## src/rtl/alu_pkg.sv

```systemverilog
// Shared constants, result record and MISR step for the ALU result buffer.
// The MISR helper is only referenced when ALU_RESULT_SIGNATURE_EN is defined.
package alu_pkg;

   localparam int ALU_W    = 16;
   localparam int FLAG_W   = 4;
   localparam int RESULT_W = ALU_W + FLAG_W;

   localparam int FLAG_N = 3;
   localparam int FLAG_Z = 2;
   localparam int FLAG_C = 1;
   localparam int FLAG_V = 0;

   localparam logic [ALU_W-1:0] MISR_POLY = 16'h1021;
   localparam logic [ALU_W-1:0] MISR_SEED = 16'hFFFF;

   typedef struct packed {
      logic [FLAG_W-1:0] flags;
      logic [ALU_W-1:0]  data;
   } result_t;

   function automatic logic [ALU_W-1:0] misr_next(input logic [ALU_W-1:0]  sig,
                                                  input logic [ALU_W-1:0]  data,
                                                  input logic [FLAG_W-1:0] flags);
      logic [ALU_W-1:0] sh;
      sh = {sig[ALU_W-2:0], 1'b0} ^ (sig[ALU_W-1] ? MISR_POLY : '0);
      return sh ^ data ^ {{(ALU_W-FLAG_W){1'b0}}, flags};
   endfunction

endpackage

```

## src/rtl/sync_fifo_core.sv

```systemverilog
// Show-ahead synchronous FIFO: storage, wrapping pointers and occupancy count.
// Head word reads as zero while empty; clr empties the FIFO with top priority.
module sync_fifo_core #(
   parameter int WIDTH = 20,
   parameter int DEPTH = 4
) (
   input  logic                     clk,
   input  logic                     rst_n,
   input  logic                     clr,
   input  logic                     wr_valid,
   input  logic [WIDTH-1:0]         wr_data,
   output logic                     wr_ready,
   output logic                     rd_valid,
   output logic [WIDTH-1:0]         rd_data,
   input  logic                     rd_ready,
   output logic [$clog2(DEPTH):0]   count
);

   localparam int PTR_W = $clog2(DEPTH);
   localparam int CNT_W = PTR_W + 1;
   localparam logic [CNT_W-1:0] CNT_ONE  = CNT_W'(1);
   localparam logic [CNT_W-1:0] CNT_FULL = CNT_W'(DEPTH);
   localparam logic [PTR_W-1:0] PTR_ONE  = PTR_W'(1);

   logic [WIDTH-1:0] mem_q [DEPTH];
   logic [PTR_W-1:0] wr_ptr_q, wr_ptr_d;
   logic [PTR_W-1:0] rd_ptr_q, rd_ptr_d;
   logic [CNT_W-1:0] count_q, count_d;
   logic             push, pop;

   // Handshake flags come only from the registered count, so in_ready never sees out_ready.
   assign wr_ready = (count_q != CNT_FULL);
   assign rd_valid = (count_q != '0);
   assign push     = wr_valid & wr_ready & ~clr;
   assign pop      = rd_valid & rd_ready & ~clr;

   // NOTE: every always_comb output gets a default first so no latch is inferred.
   always_comb begin
      wr_ptr_d = wr_ptr_q;
      rd_ptr_d = rd_ptr_q;
      count_d  = count_q;
      if (clr) begin
         wr_ptr_d = '0;
         rd_ptr_d = '0;
         count_d  = '0;
      end else begin
         if (push) wr_ptr_d = wr_ptr_q + PTR_ONE;
         if (pop)  rd_ptr_d = rd_ptr_q + PTR_ONE;
         case ({push, pop})
            2'b10:   count_d = count_q + CNT_ONE;
            2'b01:   count_d = count_q - CNT_ONE;
            default: count_d = count_q;
         endcase
      end
   end

   // NOTE: sequential state uses non-blocking assignments only.
   always_ff @(posedge clk or negedge rst_n) begin
      if (!rst_n) begin
         wr_ptr_q <= '0;
         rd_ptr_q <= '0;
         count_q  <= '0;
      end else begin
         wr_ptr_q <= wr_ptr_d;
         rd_ptr_q <= rd_ptr_d;
         count_q  <= count_d;
      end
   end

   // NOTE: storage is deliberately not reset; the count gates every read of it.
   always_ff @(posedge clk) begin
      if (push) mem_q[wr_ptr_q] <= wr_data;
   end

   assign rd_data = rd_valid ? mem_q[rd_ptr_q] : '0;
   assign count   = count_q;

endmodule

```

## src/rtl/alu_result_buffer.sv

```systemverilog
// ALU result buffer: FIFO of {flags,data}, saturating drop counter, sticky overflow.
// Define ALU_RESULT_SIGNATURE_EN to build the 16-bit MISR over accepted results.
module alu_result_buffer
   import alu_pkg::*;
#(
   parameter int DEPTH  = 4,
   parameter int DROP_W = 8
) (
   input  logic                     clk,
   input  logic                     rst_n,
   input  logic                     clr,
   input  logic                     in_valid,
   input  logic [ALU_W-1:0]         in_data,
   input  logic [FLAG_W-1:0]        in_flags,
   output logic                     in_ready,
   output logic                     out_valid,
   output logic [ALU_W-1:0]         out_data,
   output logic [FLAG_W-1:0]        out_flags,
   input  logic                     out_ready,
   output logic [$clog2(DEPTH):0]   count,
   output logic [DROP_W-1:0]        drop_cnt,
   output logic                     overflow,
   output logic [ALU_W-1:0]         signature
);

   localparam logic [DROP_W-1:0] DROP_ONE = DROP_W'(1);

   result_t          in_res, out_res;
   logic             drop;
   logic [DROP_W-1:0] drop_cnt_q, drop_cnt_d;
   logic             overflow_q, overflow_d;

   assign in_res = '{flags: in_flags, data: in_data};

   sync_fifo_core #(
      .WIDTH (RESULT_W),
      .DEPTH (DEPTH)
   ) u_fifo (
      .clk      (clk),
      .rst_n    (rst_n),
      .clr      (clr),
      .wr_valid (in_valid),
      .wr_data  (in_res),
      .wr_ready (in_ready),
      .rd_valid (out_valid),
      .rd_data  (out_res),
      .rd_ready (out_ready),
      .count    (count)
   );

   assign out_data  = out_res.data;
   assign out_flags = out_res.flags;
   assign drop      = in_valid & ~in_ready;

   always_comb begin
      drop_cnt_d = drop_cnt_q;
      overflow_d = overflow_q;
      if (clr) begin
         drop_cnt_d = '0;
         overflow_d = 1'b0;
      end else if (drop) begin
         overflow_d = 1'b1;
         if (drop_cnt_q != '1) drop_cnt_d = drop_cnt_q + DROP_ONE;
      end
   end

   always_ff @(posedge clk or negedge rst_n) begin
      if (!rst_n) begin
         drop_cnt_q <= '0;
         overflow_q <= 1'b0;
      end else begin
         drop_cnt_q <= drop_cnt_d;
         overflow_q <= overflow_d;
      end
   end

   assign drop_cnt = drop_cnt_q;
   assign overflow = overflow_q;

`ifdef ALU_RESULT_SIGNATURE_EN
   logic             push;
   logic [ALU_W-1:0] sig_q, sig_d;

   assign push = in_valid & in_ready & ~clr;

   always_comb begin
      sig_d = sig_q;
      if (clr)       sig_d = MISR_SEED;
      else if (push) sig_d = misr_next(sig_q, in_data, in_flags);
   end

   always_ff @(posedge clk or negedge rst_n) begin
      if (!rst_n) sig_q <= MISR_SEED;
      else        sig_q <= sig_d;
   end

   assign signature = sig_q;
`else
   assign signature = '0;
`endif

endmodule
```

## config.mk

```make
export PLATFORM = sky130hd
export DESIGN_NAME = alu_result_buffer
export DESIGN_NICKNAME = d
export VERILOG_FILES = /design/src/rtl/alu_pkg.sv /design/src/rtl/sync_fifo_core.sv /design/src/rtl/alu_result_buffer.sv
export SDC_FILE = /design/constraint.sdc
export NUM_CORES = 1
export LEC_CHECK = 0
export CELL_PAD_IN_SITES_DETAIL_PLACEMENT = 0
export CELL_PAD_IN_SITES_GLOBAL_PLACEMENT = 2
export CORE_ASPECT_RATIO = 0.75
export CORE_MARGIN = 2
export CORE_UTILIZATION = 30
export DETAILED_ROUTE_END_ITERATION = 10
export PLACE_DENSITY = 0.77
export SLEW_MARGIN = 40
export SYNTH_ARGS = -nofsm -noshare
export SYNTH_HDL_FRONTEND = slang
export SYNTH_HIERARCHICAL = 1
export SYNTH_SLANG_ARGS = --single-unit
```

## constraint.sdc

```tcl
create_clock -name clk -period 3 [get_ports clk]
set_input_delay 0.6 -clock clk [delete_from_list [all_inputs] [get_ports clk]]
set_output_delay 0.6 -clock clk [all_outputs]
set_load 0.02 [all_outputs]
```

Word level (Yosys, flattened, before mapping) --
Memory sizes are Yosys's and may differ from the RTL's. Cells that the tools add are included.
Operators by class: multiplexer cells 14, reductions and logical operators 7, bitwise gates (word level) 7, $add $sub $neg 5, eq/ne operators 4
Operator list (count):
- $mux W8 | 3
- $mux W20 | 1
- $add A8 B1 Y8 const B | 1
- $mux W2 | 4
- $ne A8 B8 Y1 const B | 1
- $reduce_bool A2 Y1 | 4
- $pmux W3 S2 | 1
- $reduce_bool A3 Y1 | 2
- $and A1 B1 Y1 | 5
- $add A2 B1 Y2 const B | 2
- $mux W1 | 4
- $add A3 B1 Y3 const B | 1
- $mux W3 | 1
- $ne A3 B3 Y1 const B | 1
- $sub A3 B1 Y3 const B | 1
- $eq A2 B1 Y1 const B | 1
- $eq A2 B2 Y1 const B | 1
- $not A1 Y1 | 2
- $reduce_and A2 Y1 | 1
Word-level totals: RAM bits 80, register bits after elaboration 16, input port bits 25, output and inout port bits 50, word-level logic and storage cells 43, memories kept 1
Memories:
- u_fifo.mem_q | depth 4, bits a word 20, rd ports 1, clocked after Yosys merged registers in 0, wr ports 1, line sync_fifo_core.sv:25 | logic [WIDTH-1:0] mem_q [DEPTH];

Depth between registers and ports, before layout --
Gate-level depths: netlist (run 1).
depth in word-level cells 6, gate-level depth with buffers 7, gate-level depth less buffers 6

Cells and area by module --
Netlist (run 1), hierarchy kept.
Modules (own cells, without submodules):
- sync_fifo_core | cells an instance 192, times used 1, seq. area each 2577.5 µm², area an instance 3593.4 µm²
- alu_result_buffer | cells an instance 68, times used 1, seq. area each 225.2 µm², area an instance 644.4 µm²

Worst setup path before layout (run 1) --
Ideal clock, no wire load.
path type register -> register, start reg u_fifo.count_q[1] (netlist: u_fifo/count[1]), end reg drop_cnt_q[0] (netlist: drop_cnt[0]), period minus slack after synthesis 2171 ps, setup slack 829 ps, data required time 2875 ps, setup time 125 ps, arrival 2047 ps, cell stages (with the launch flop) 7, path buffers 1, cells stage by stage dfrtp_1 buf_6 nor3b_1 inv_1 and2b_1 a21boi_1 mux2_2
On the way: cells in the longest elaborated chain, start to end 5
Ends and longest elaborated chain:
- start: declaration | line sync_fifo_core.sv:28 | logic [CNT_W-1:0] count_q, count_d;
- start signal: assignment | line sync_fifo_core.sv:66 | count_q <= count_d;
- $ne A3 B3 Y1 | line sync_fifo_core.sv:32 | assign wr_ready = (count_q != CNT_FULL);
- net in_ready | line alu_result_buffer.sv:15 | output logic in_ready,
- $not A1 Y1 | line alu_result_buffer.sv:53 | assign drop = in_valid & ~in_ready;
- $and A1 B1 Y1 | line alu_result_buffer.sv:53
- $reduce_bool A2 Y1 (no source line)
- $reduce_and A2 Y1 (no source line)
- end signal: assignment | line alu_result_buffer.sv:72 | drop_cnt_q <= drop_cnt_d;
- end: declaration | line alu_result_buffer.sv:30 | logic [DROP_W-1:0] drop_cnt_q, drop_cnt_d;
The timed path passes the listed nets, and every way through them passes these cells. A chain may end at the register's enable or synchronous reset.

Worst setup path after layout (run 1) --
start reg u_fifo.rd_ptr_q[0], end out out_data[8]
On the way: cells in the longest elaborated chain, start to end 2
Ends and longest elaborated chain:
- start: declaration | line sync_fifo_core.sv:27 | logic [PTR_W-1:0] rd_ptr_q, rd_ptr_d;
- start signal: assignment | line sync_fifo_core.sv:65 | rd_ptr_q <= rd_ptr_d;
- $mem_v2 Z4 W20
- $mux W20 | line sync_fifo_core.sv:75 | assign rd_data = rd_valid ? mem_q[rd_ptr_q] : '0;
- end: declaration | line alu_result_buffer.sv:17 | output logic [ALU_W-1:0] out_data,
Every way passes these cells.

==> impl_results.md, run 1 <==
- CP Depth: 4
- Area contributors post-synth: edfxtp_1, mux4_2, dfrtp_1
- Fill count: between 1000 and 1500
- Reg power frac: 0.426
- Final setup vio count: 0
- Max frequency: about 350 MHz
- Yosys top cell area share: 0.567
- Largest net degree at the start of global routing: 22
- Post-layout util: 0.384
- First-pass GRT wire length: ~12000 microns
- Met3 Use GR: 0.0313
- Type of origin of the critical path: register
- Crit-path max cell delay: between 0.5 and 0.6 ns
- Crit Path Class: reg2out
- Max Slew Vio Count: 0
- Iteration count of the initial detailed-routing pass: 4
- FF-to-FF path depth: 5
- Most common cell after layout, fill and taps aside: edfxtp_1
- Initial core utilization: 0.308
- Hold Buf Count CTS: 0
- Register area: 2800 sq um
- RSZ-0062 raised after global routing: no
- Gate power share: 0.262
- Max VDD drop: 0.000263 V
- Hold Path Class: in2async
- CTS root buf: clkbuf_16
- Tmin final: around 2.9 ns
- Number of max-cap violations: 0
- Fin nets: about 360
- Largest delay contributor family on the critical path: buffers and inverters
- Gp weighted congestion: 0.728
- Met2 Track Usage GR: 0.165
- Primary FF master, synth: edfxtp_1
- Core Area: 13700 sq um
- Synth Warn #: 6
- Initial DRC count: about 180
- Busiest grt layer: met2
- Worst path arrival time: 2.25 ns
- Worst endpoint required time: 2.40 ns
- Setup repair bufs after CTS: 0
- Routed len/inst: 16.2 microns
- WP buf/inv: 2
- Post-Syn Instances: 260
- DPL Wire Length: 5120 microns
- EDFF count, synth: 80
- Sequential area share after synthesis: 0.661
- Chip width: 141 microns
- Mean Syn Cell Area: 16.3 sq um
- Register bit count reported by yosys: 96
- Diode count: 0
- Worst r2r src: u_fifo/count[0]
- Die area: 15100 sq um
- Maximum fanout along the worst path: 20
- Share of cells above drive strength 1: 0.170
- Area after DPL: 4990 sq um
- Internal: 2620 uW
- Sw Pwr: about 1000 uW
- Port bufs: 58
- Area Overhead vs Synth: 24.7%
- Post_cts resized: 0
- Vias: around 2400
- Asr flop ratio synth: 0.167
- Sw Ratio: 0.277
- Commonest cells after routing, fill and taps aside: edfxtp_1, clkdlybuf4s50_1, nor2b_1, mux4_2
- Critical Path Source: u_fifo/rd_ptr_q[0]
- CP max stage cell: clkdlybuf4s50_1
- Die H: between 100 and 150 microns
- Leak pwr: 0.00181 uW
- Final cell count without fillers: 505
- Clock skew: roughly 0.006 ns
- Cell taking the most area after synthesis: edfxtp_1
- Worst Setup EP: out_data[8]
- Hold Slack: 0.190 ns
- Htree depth: 3
- CTS tree: done
- Mapped cell area: roughly 4200 sq um
- Antenna violations before repair: 0
- Final wirelength: 8160 microns
- Status: finished, final reports clean
- Placed Cells: between 400 and 500
- Via-per-instance ratio: 4.66
- Clock Sinks: 96
- Vias in the first global route: 2289
- Clock network fraction of design power: 0.312
- Crit-path cells: buf_12 > mux4_2 > nor2b_1 > clkdlybuf4s50_1
- Reg2Reg Setup Slack: between 0.7 and 0.8 ns
- Power Density: 686 nW/um^2
- Total GRT Usage: 0.111
- Crit Reg-Reg Endpoint: drop_cnt[0]
- Post-route cell area: 5280 sq um
- Area of the multi-input gates: 1260 sq um
- Later-pin clock latency in the skew report: 0.34 ns
- CTS Buf Count: 9
- Cell variety after synth: 52
- Setup TNS: 0 ns
- Drc violations: 0
- M1 GR Usage: 0.156
- Critical Path End Type: output port
- CTS max path bufs: 2
- Cell Rows: 37
- CTS clk-pin slew, worst paths: 0.06 ns
- Tcrit/Tclk final: 0.951
- IO Pins: 75
- Final hold vios: 0
- Final antenna-violating net count: 0
- GR Overflow Total: 0
[synthesized netlist by cell type, types with 3 or more instances]
cell type	n
nand3_1	3
buf_2	5
inv_1	9
nor3_1	3
ha_1	5
nor2_1	10
buf_6	3
nor2b_1	22
edfxtp_1	80
dfrtp_1	16
nand2b_1	5
a21oi_1	4
nand2_1	4
o21ai_0	3
mux4_2	20
clkbuf_1	5
buf_4	16
and3_1	5
[kinds of logic (layout without fill, tap and decap cells)]
family / after synthesis / after routing / synth area share
buffers and inverters: 38 / 93 / 0.0546
other: 1 / 16 / 0.000885
flip-flops: 96 / 96 / 0.661
AND/OR/NAND/NOR: 65 / 65 / 0.0918
adder cells (fa/ha/maj): 6 / 6 / 0.0195
XOR/XNOR: 3 / 3 / 0.00620
AO/OA/AOI/OAI: 27 / 27 / 0.0481
multiplexers: 24 / 24 / 0.118
[power by group through the flow]
stage                     clock network (uW)  registers (uW)  logic (uW)
after floorplan                            0            1570         594
after global placement                     0            1570         964
after detailed placement                   0            1570         965
after CTS                               1160            1540         971
after global routing                    1210            1550        1030
final                                   1130            1540         950
[final cells by class]
| cell class | instances | share of cell area |
|---|---|---|
| Timing Repair Buffer | 69 | 0.127 |
| Clock inverter | 5 | 0.0121 |
| Clock buffer | 10 | 0.0433 |
| Inverter | 9 | 0.00639 |
| Tap cell | 175 | 0.0414 |
| Sequential cell | 96 | 0.530 |
| Multi-Input combinational cell | 141 | 0.239 |
[registers in the layout (all words and copies together) (netlist names)]
signal	cells
overflow	1
u_fifo/wr_ptr_q	2
u_fifo/mem_q	80
u_fifo/rd_ptr_q	2
drop_cnt	8
u_fifo/count	3
[per-layer routing]
layer  vias up  part of all wire
met5         -                 0
met4         0             0.014
met2        56              0.46
met1      1197              0.48
met3         8             0.042
li1       1092                 -
[how the worst min path moves through the flow]
stage | end | startpoint | cells after the start | slack [ns]
floorplan | drop_cnt[0] | rst_n | 0 | 0.30
global placement | overflow | overflow | 2 | 0.48
detailed placement | overflow | overflow | 2 | 0.50
CTS | drop_cnt[2] | rst_n | 1 | 0.19
global route | drop_cnt[2] | rst_n | 1 | 0.21
finish | u_fifo/count[2] | rst_n | 1 | 0.19
[metrics by stage]
stage               power, uW  worst slack [ns]
floorplan                2170             0.829
global placement         2530             0.438
detailed placement       2540             0.382
CTS                      3680             0.107
global route             3780            0.0557
finish                   3620             0.147
Power figures use the tool's default switching activity.
==> inputs of run 2 (changes only) <==
--- a/config.mk
+++ b/config.mk
@@ -5,6 +5,7 @@
 export SDC_FILE = /design/constraint.sdc
 export NUM_CORES = 1
 export LEC_CHECK = 0
+export CAP_MARGIN = 5
 export CELL_PAD_IN_SITES_DETAIL_PLACEMENT = 0
 export CELL_PAD_IN_SITES_GLOBAL_PLACEMENT = 2
 export CORE_ASPECT_RATIO = 0.75
==> results of run 2 <==
Same layout as run 1: the final DEF is identical, and so are final timing and power.
